[src/rtl/params_pkg.sv]
// Shared widths and enums for the memory port arbiter slice.
package params_pkg;

   localparam int ADDR_WIDTH = 32;
   localparam int DATA_WIDTH = 32;

   typedef enum logic [1:0] {
      BYTE = 2'd0,
      HALF = 2'd1,
      WORD = 2'd2
   } access_size_t;

   typedef enum logic [1:0] {
      IDLE = 2'd0,
      REQ  = 2'd1,
      WAIT = 2'd2
   } arb_state_t;

   typedef enum logic {
      OWN_IF = 1'b0,
      OWN_DM = 1'b1
   } arb_owner_t;

endpackage

[src/rtl/mem_port_arbiter_req_slot.sv]
// One pending-request slot: captures a request pulse, holds it until its
// completion clears it, and flags pulses that arrive while it is full.
module req_slot
   import params_pkg::*;
#(
   parameter int AW = params_pkg::ADDR_WIDTH,
   parameter int DW = params_pkg::DATA_WIDTH
) (
   input  logic          clk_i,
   input  logic          rst_i,
   input  logic          req_i,
   input  logic          we_i,
   input  logic [AW-1:0] addr_i,
   input  logic [DW-1:0] wdata_i,
   input  access_size_t  size_i,
   input  logic          clr_i,
   output logic          pend_o,
   output logic          we_o,
   output logic [AW-1:0] addr_o,
   output logic [DW-1:0] wdata_o,
   output access_size_t  size_o,
   output logic          ovf_o
);

   logic          pend_q, pend_d;
   logic          we_q, we_d;
   logic [AW-1:0] addr_q, addr_d;
   logic [DW-1:0] wdata_q, wdata_d;
   access_size_t  size_q, size_d;
   logic          ovf_q, ovf_d;

   // A slot that is clearing this edge can take a new pulse in the same edge.
   always_comb begin
      pend_d  = pend_q;
      we_d    = we_q;
      addr_d  = addr_q;
      wdata_d = wdata_q;
      size_d  = size_q;
      ovf_d   = ovf_q | (req_i & pend_q & ~clr_i);
      if (clr_i) pend_d = 1'b0;
      if (req_i && (!pend_q || clr_i)) begin
         pend_d  = 1'b1;
         we_d    = we_i;
         addr_d  = addr_i;
         wdata_d = wdata_i;
         size_d  = size_i;
      end
   end

   // Slot state register.
   always_ff @(posedge clk_i or posedge rst_i) begin
      if (rst_i) begin
         pend_q  <= 1'b0;
         we_q    <= 1'b0;
         addr_q  <= '0;
         wdata_q <= '0;
         size_q  <= BYTE;
         ovf_q   <= 1'b0;
      end else begin
         pend_q  <= pend_d;
         we_q    <= we_d;
         addr_q  <= addr_d;
         wdata_q <= wdata_d;
         size_q  <= size_d;
         ovf_q   <= ovf_d;
      end
   end

   assign pend_o  = pend_q;
   assign we_o    = we_q;
   assign addr_o  = addr_q;
   assign wdata_o = wdata_q;
   assign size_o  = size_q;
   assign ovf_o   = ovf_q;

endmodule

[src/rtl/mem_port_arbiter.sv]
// Shares one memory port between instruction fetch and data memory.
// DM has priority, bounded by a streak limit so a pending IF cannot starve.
module mem_port_arbiter
   import params_pkg::*;
#(
   parameter int ADDR_WIDTH    = params_pkg::ADDR_WIDTH,
   parameter int DATA_WIDTH    = params_pkg::DATA_WIDTH,
   parameter int MAX_DM_STREAK = 4
) (
   input  logic                  clk_i,
   input  logic                  rst_i,
   input  logic                  if_rd_req_valid_i,
   input  logic [ADDR_WIDTH-1:0] if_addr_i,
   output logic                  if_rsp_valid_o,
   output logic [DATA_WIDTH-1:0] if_rsp_data_o,
   output logic                  if_busy_o,
   input  logic                  dm_rd_req_valid_i,
   input  logic                  dm_wr_req_valid_i,
   input  logic [ADDR_WIDTH-1:0] dm_addr_i,
   input  logic [DATA_WIDTH-1:0] dm_wr_data_i,
   input  access_size_t          dm_access_size_i,
   output logic                  dm_rsp_valid_o,
   output logic [DATA_WIDTH-1:0] dm_rsp_data_o,
   output logic                  dm_busy_o,
   output logic                  mem_req_valid_o,
   output logic                  mem_req_we_o,
   output logic [ADDR_WIDTH-1:0] mem_req_addr_o,
   output logic [DATA_WIDTH-1:0] mem_req_wdata_o,
   output access_size_t          mem_req_size_o,
   input  logic                  mem_req_ready_i,
   input  logic                  mem_rsp_valid_i,
   input  logic [DATA_WIDTH-1:0] mem_rsp_data_i,
   output logic                  overflow_err_o
);

   localparam int SW = $clog2(MAX_DM_STREAK + 1);
   localparam logic [SW-1:0] STREAK_MAX = SW'(MAX_DM_STREAK);

   logic                  if_pend, if_we, if_ovf, if_clr;
   logic [ADDR_WIDTH-1:0] if_addr;
   logic [DATA_WIDTH-1:0] if_wdata;
   access_size_t          if_size;
   logic                  dm_pend, dm_we, dm_ovf, dm_clr;
   logic [ADDR_WIDTH-1:0] dm_addr;
   logic [DATA_WIDTH-1:0] dm_wdata;
   access_size_t          dm_size;

   arb_state_t            state_q, state_d;
   arb_owner_t            owner_q, owner_d, win, sel;
   logic [SW-1:0]         streak_q, streak_d;
   logic                  gnt;
   logic                  both_q;
   logic                  if_rsp_valid_q, dm_rsp_valid_q;
   logic [DATA_WIDTH-1:0] if_rsp_data_q, dm_rsp_data_q;

   req_slot #(.AW(ADDR_WIDTH), .DW(DATA_WIDTH)) u_if_slot (
      .clk_i   (clk_i),
      .rst_i   (rst_i),
      .req_i   (if_rd_req_valid_i),
      .we_i    (1'b0),
      .addr_i  (if_addr_i),
      .wdata_i ('0),
      .size_i  (WORD),
      .clr_i   (if_clr),
      .pend_o  (if_pend),
      .we_o    (if_we),
      .addr_o  (if_addr),
      .wdata_o (if_wdata),
      .size_o  (if_size),
      .ovf_o   (if_ovf)
   );

   // A simultaneous load and store pulse is treated as a store.
   req_slot #(.AW(ADDR_WIDTH), .DW(DATA_WIDTH)) u_dm_slot (
      .clk_i   (clk_i),
      .rst_i   (rst_i),
      .req_i   (dm_rd_req_valid_i | dm_wr_req_valid_i),
      .we_i    (dm_wr_req_valid_i),
      .addr_i  (dm_addr_i),
      .wdata_i (dm_wr_data_i),
      .size_i  (dm_access_size_i),
      .clr_i   (dm_clr),
      .pend_o  (dm_pend),
      .we_o    (dm_we),
      .addr_o  (dm_addr),
      .wdata_o (dm_wdata),
      .size_o  (dm_size),
      .ovf_o   (dm_ovf)
   );

   // Arbitration FSM, request mux and streak bookkeeping.
   always_comb begin
      state_d         = state_q;
      owner_d         = owner_q;
      streak_d        = streak_q;
      sel             = owner_q;
      gnt             = 1'b0;
      if_clr          = 1'b0;
      dm_clr          = 1'b0;
      mem_req_valid_o = 1'b0;
      mem_req_we_o    = 1'b0;
      mem_req_addr_o  = '0;
      mem_req_wdata_o = '0;
      mem_req_size_o  = BYTE;
      win = (dm_pend && !(if_pend && streak_q == STREAK_MAX)) ? OWN_DM : OWN_IF;
      case (state_q)
         IDLE: begin
            if (if_pend || dm_pend) begin
               sel             = win;
               owner_d         = win;
               gnt             = 1'b1;
               mem_req_valid_o = 1'b1;
               state_d         = mem_req_ready_i ? WAIT : REQ;
            end
         end
         REQ: begin
            mem_req_valid_o = 1'b1;
            if (mem_req_ready_i) state_d = WAIT;
         end
         WAIT: begin
            if (mem_rsp_valid_i) begin
               if (owner_q == OWN_IF) if_clr = 1'b1;
               else                   dm_clr = 1'b1;
               state_d = IDLE;
            end
         end
         default: state_d = IDLE;
      endcase
      if (mem_req_valid_o) begin
         if (sel == OWN_DM) begin
            mem_req_we_o    = dm_we;
            mem_req_addr_o  = dm_addr;
            mem_req_wdata_o = dm_wdata;
            mem_req_size_o  = dm_size;
         end else begin
            mem_req_we_o    = if_we;
            mem_req_addr_o  = if_addr;
            mem_req_wdata_o = if_wdata;
            mem_req_size_o  = if_size;
         end
      end
      if (!if_pend)
         streak_d = '0;
      else if (gnt && win == OWN_DM)
         streak_d = (streak_q == STREAK_MAX) ? streak_q : streak_q + 1'b1;
      else if (gnt)
         streak_d = '0;
   end

   // FSM, streak and registered response state.
   always_ff @(posedge clk_i or posedge rst_i) begin
      if (rst_i) begin
         state_q        <= IDLE;
         owner_q        <= OWN_IF;
         streak_q       <= '0;
         both_q         <= 1'b0;
         if_rsp_valid_q <= 1'b0;
         dm_rsp_valid_q <= 1'b0;
         if_rsp_data_q  <= '0;
         dm_rsp_data_q  <= '0;
      end else begin
         state_q        <= state_d;
         owner_q        <= owner_d;
         streak_q       <= streak_d;
         both_q         <= both_q | (dm_rd_req_valid_i & dm_wr_req_valid_i);
         if_rsp_valid_q <= if_clr;
         dm_rsp_valid_q <= dm_clr & ~dm_we;
         if (if_clr) if_rsp_data_q <= mem_rsp_data_i;
         if (dm_clr && !dm_we) dm_rsp_data_q <= mem_rsp_data_i;
      end
   end

   assign if_rsp_valid_o = if_rsp_valid_q;
   assign if_rsp_data_o  = if_rsp_data_q;
   assign dm_rsp_valid_o = dm_rsp_valid_q;
   assign dm_rsp_data_o  = dm_rsp_data_q;
   assign if_busy_o      = if_pend;
   assign dm_busy_o      = dm_pend;
   assign overflow_err_o = if_ovf | dm_ovf | both_q;

endmodule

[config.mk]
export PLATFORM = sky130hd
export DESIGN_NAME = mem_port_arbiter
export DESIGN_NICKNAME = d
export VERILOG_FILES = /design/src/rtl/params_pkg.sv /design/src/rtl/mem_port_arbiter_req_slot.sv /design/src/rtl/mem_port_arbiter.sv
export SDC_FILE = /design/constraint.sdc
export NUM_CORES = 1
export LEC_CHECK = 0
export CORE_MARGIN = 5
export CORE_UTILIZATION = 44
export DETAILED_ROUTE_END_ITERATION = 10
export PLACE_DENSITY = 0.79
export SLEW_MARGIN = 20
export SYNTH_ARGS = -nofsm -noshare
export SYNTH_HDL_FRONTEND = slang
export SYNTH_HIERARCHICAL = 1
export SYNTH_SLANG_ARGS = --single-unit
[constraint.sdc]
create_clock -name clk_i -period 2 [get_ports clk_i]
set_input_delay 0.3 -clock clk_i [delete_from_list [all_inputs] [get_ports clk_i]]
set_output_delay 0.3 -clock clk_i [all_outputs]
set_load 0.02 [all_outputs]
==> results.yml <==
run_status:
  status: "finished, violations left"
  violations: "negative setup slack"
finish:
  final_cells: 1358
  nFillCells: 1525
  insertedDiodeCount: 0
  final_util_pct: 67.2
  drive_above_1_share_pct: 37.6
  finalNetCount: 1206
  multi_input_area_sq_mm: 0.00410
  final_area_sq_mm: 0.0142
  syn2layout_area_growth_pct: 49.3
  layout.area.seq_sq_mm: 0.00528
route:
  routed_wl_microns: 27200
  vias_per_cell: 5.16
  drt_iter0_markers: 433
  firstDrtPassIters: 6
  dr_total_vias: 7008
  drc: 0
  ant_nets: 0
  wl_per_cell_microns: 20.1
critical_path:
  rr_startpoint: "state_q[1]$_DFFE_PP0P_"
  worstSetupStartpoint: "state_q[1]$_DFFE_PP0P_"
  worstSetupPathType: "flop to output pin"
  worst_setup_path_start_kind: "flop"
  arrival_ns: 2.09
  worst-path-max-fanout: 21
  worstSetupEndpointType: "output pin"
  required_ns: 1.70
clock_network:
  clock_path_buffers: 3
  clk_pin_slew_worst_paths_ns: 0.06
  numCtsBuffers: 24
  htreeDepth: 1
  clkSinkCount: 211
  cts_tree: "yes"
  clk_latency_ns: 0.50
  cts-root-buf: "clkbuf_16"
timing:
  layout_setup_ws_ns: -0.393
  fmax_mhz: 418
  slew_viol_final: 0
  hold_viol: 0
  rsz0062_at_grt: "true"
  min_period_ns: 2.39
  setup_viol: 68
  finalClockSkew_ns: 0.0105
  finalCritPeriodShare_pct: 120
  tns_ns: -22.80
place:
  place_inst: 1294
  gp_congestion: 0.839
  numPortBuffers: 273
  dpl.hpwl_microns: 17900
  dpl_cell_area_sq_mm: 0.0131
yosys:
  synth.area.top_cells: "dfrtp_1 55%, mux2_4 14%, mux2_2 13%"
  netlist_area_sq_mm: 0.00952
  synth_warnings: 6
  synth_edf_count: 0
  synthMostInstantiatedCell: "dfrtp_1"
  yosysUniqueCellTypes: 36
  synth_top_area_cell: "dfrtp_1"
  syn_avg_cell_area_sq_um: 13.3
  synth_flop_cell: "dfrtp_1"
  ys_top_cells_by_count: "211 x dfrtp_1, 106 x mux2_2, 89 x mux2_4"
  ys_seq_area_share_pct: 55.5
  synth.top_cell.area_share_pct: 55.5
  ys_async_sr_fraction_pct: 100
  synth-seq-cells: 211
  syn_inst: 718
floorplan:
  dieArea_sq_mm: 0.0247
  die_h_microns: 157
  ios: 274
  rows: 53
  die_x_microns: 157
  start_util_pct: 45.0
  core_area_sq_mm: 0.0212
grt:
  grt_pass1_wl_microns: 41500
  grt.total_usage_pct: 21.0
  antenna_found_initial: 0
  grt-ovfl-total: 0
  grt_pass1_vias: 7404
  grt_max_degree: 74
pwr:
  irDropWorstVdd_mv: 1.05
  power_density_mw_per_mm2: 1570
  total_power_uw: 22300
  power.leakage_uw: 0.00644
min_path:
  hold_path.class: "input port to async pin"
job:
  cap_violations: 0
-- flip-flops by register name (all words and copies together), names as in the netlist, 2 cells and up --
register,cells
dm_rsp_data_o,32
if_rsp_data_o,32
u_dm_slot/addr_o,32
u_dm_slot/wdata_o,32
u_if_slot/addr_o,32
u_if_slot/wdata_o,32
streak_q,3
state_q,2
u_dm_slot/size_o,2
u_if_slot/size_o,2
-- metal layers --
metal | vias to the layer above | wire length (microns) | global-route usage (%) | share of wire [%]
met5 | - | 0 | 0 | 0
met1 | 3479 | 11400 | 28.7 | 42
met2 | 248 | 13300 | 34.4 | 49
met3 | 48 | 1840 | 3.82 | 6.7
li1 | 3233 | - | - | -
met4 | 0 | 694 | 6.35 | 2.5
-- power by group --
group	switching, uW	leakage, uW	internal [uW]	total [uW]
Clock	1670	0.000363	2470	4140
Sequential	1180	0.00251	6360	7540
Combinational	4860	0.00357	5760	10600
Total	7720	0.00644	14600	22300
-- kinds of logic after synthesis --
kind of cell             count (synthesis)  synth area share (%)
buffers and inverters                   66                  4.02
other                                    2                0.0789
AND/OR/NAND/NOR                        163                  9.07
AO/OA/AOI/OAI                           76                  4.15
flip-flops                             211                  55.5
multiplexers                           198                  26.9
adder cells (fa/ha/maj)                  2                 0.263
-- final timing paths --
kind | slack, ns | to | cells after the start
min reg2reg | 0.45 | both_q$_DFF_PP0_ | 1
max in group asynchronous | 1.14 | u_dm_slot/pend_o$_DFFE_PP0P_ | 3
min | 0.23 | u_dm_slot/addr_o[18]$_DFFE_PP0P_ | 2
min in group clk_i | 0.39 | state_q[0]$_DFFE_PP0P_ | 2
max | -0.39 | mem_req_addr_o[21] | 6
max reg2reg | 0.08 | u_dm_slot/wdata_o[18]$_DFFE_PP0P_ | 7
-- cells in the final DEF (no fill, tap or decap), drive strengths merged, types with 4 or more instances in the layout --
| master | synthesis | routed |
|---|---|---|
| clkdlybuf4s50 | 0 | 202 |
| inv | 10 | 7 |
| mux2 | 198 | 198 |
| buf | 32 | 137 |
| clkinvlp | 0 | 4 |
| o21ai | 72 | 72 |
| dfrtp | 211 | 211 |
| nand4 | 67 | 67 |
| conb | 2 | 35 |
| nand2 | 74 | 74 |
| nor2 | 4 | 4 |
| clkbuf | 24 | 43 |
-- critical path: stages, from the launching register on --
cell and delay, ns:
dfrtp_1 0.39, or2_4 0.27, o21ai_4 0.17, and2_4 0.28
buf_12 0.19, o21ai_1 0.11, buf_4 0.17
-- metrics by stage --
| step | hold slack (ns) | setup WS, ns |
|---|---|---|
| after CTS | 0.222 | -0.375 |
| after floorplan | 0.371 | -0.119 |
| final | 0.227 | -0.393 |
| after global placement | 0.432 | -0.351 |
| after detailed placement | 0.437 | -0.369 |
| after global routing | 0.255 | -0.458 |
-- cell type report --
cell class	instances	area share (%)
clock buffers	39	5.12
clock inverters	3	0.123
inverters	10	0.343
multi-input cells	474	28.8
flip-flops and latches	211	37.2
well taps	275	2.42
repair buffers	346	26.0
-- timing repair --
item / CTS / global route
endpoints found under the setup margin: 70 / 68
resized for setup: 407 / 27
buffers inserted: 8 / 3
gates cloned: 6 / 5
hold buffers: 0 / 0
pin swaps: 11 / 2
(Power assumes the default switching activity.)
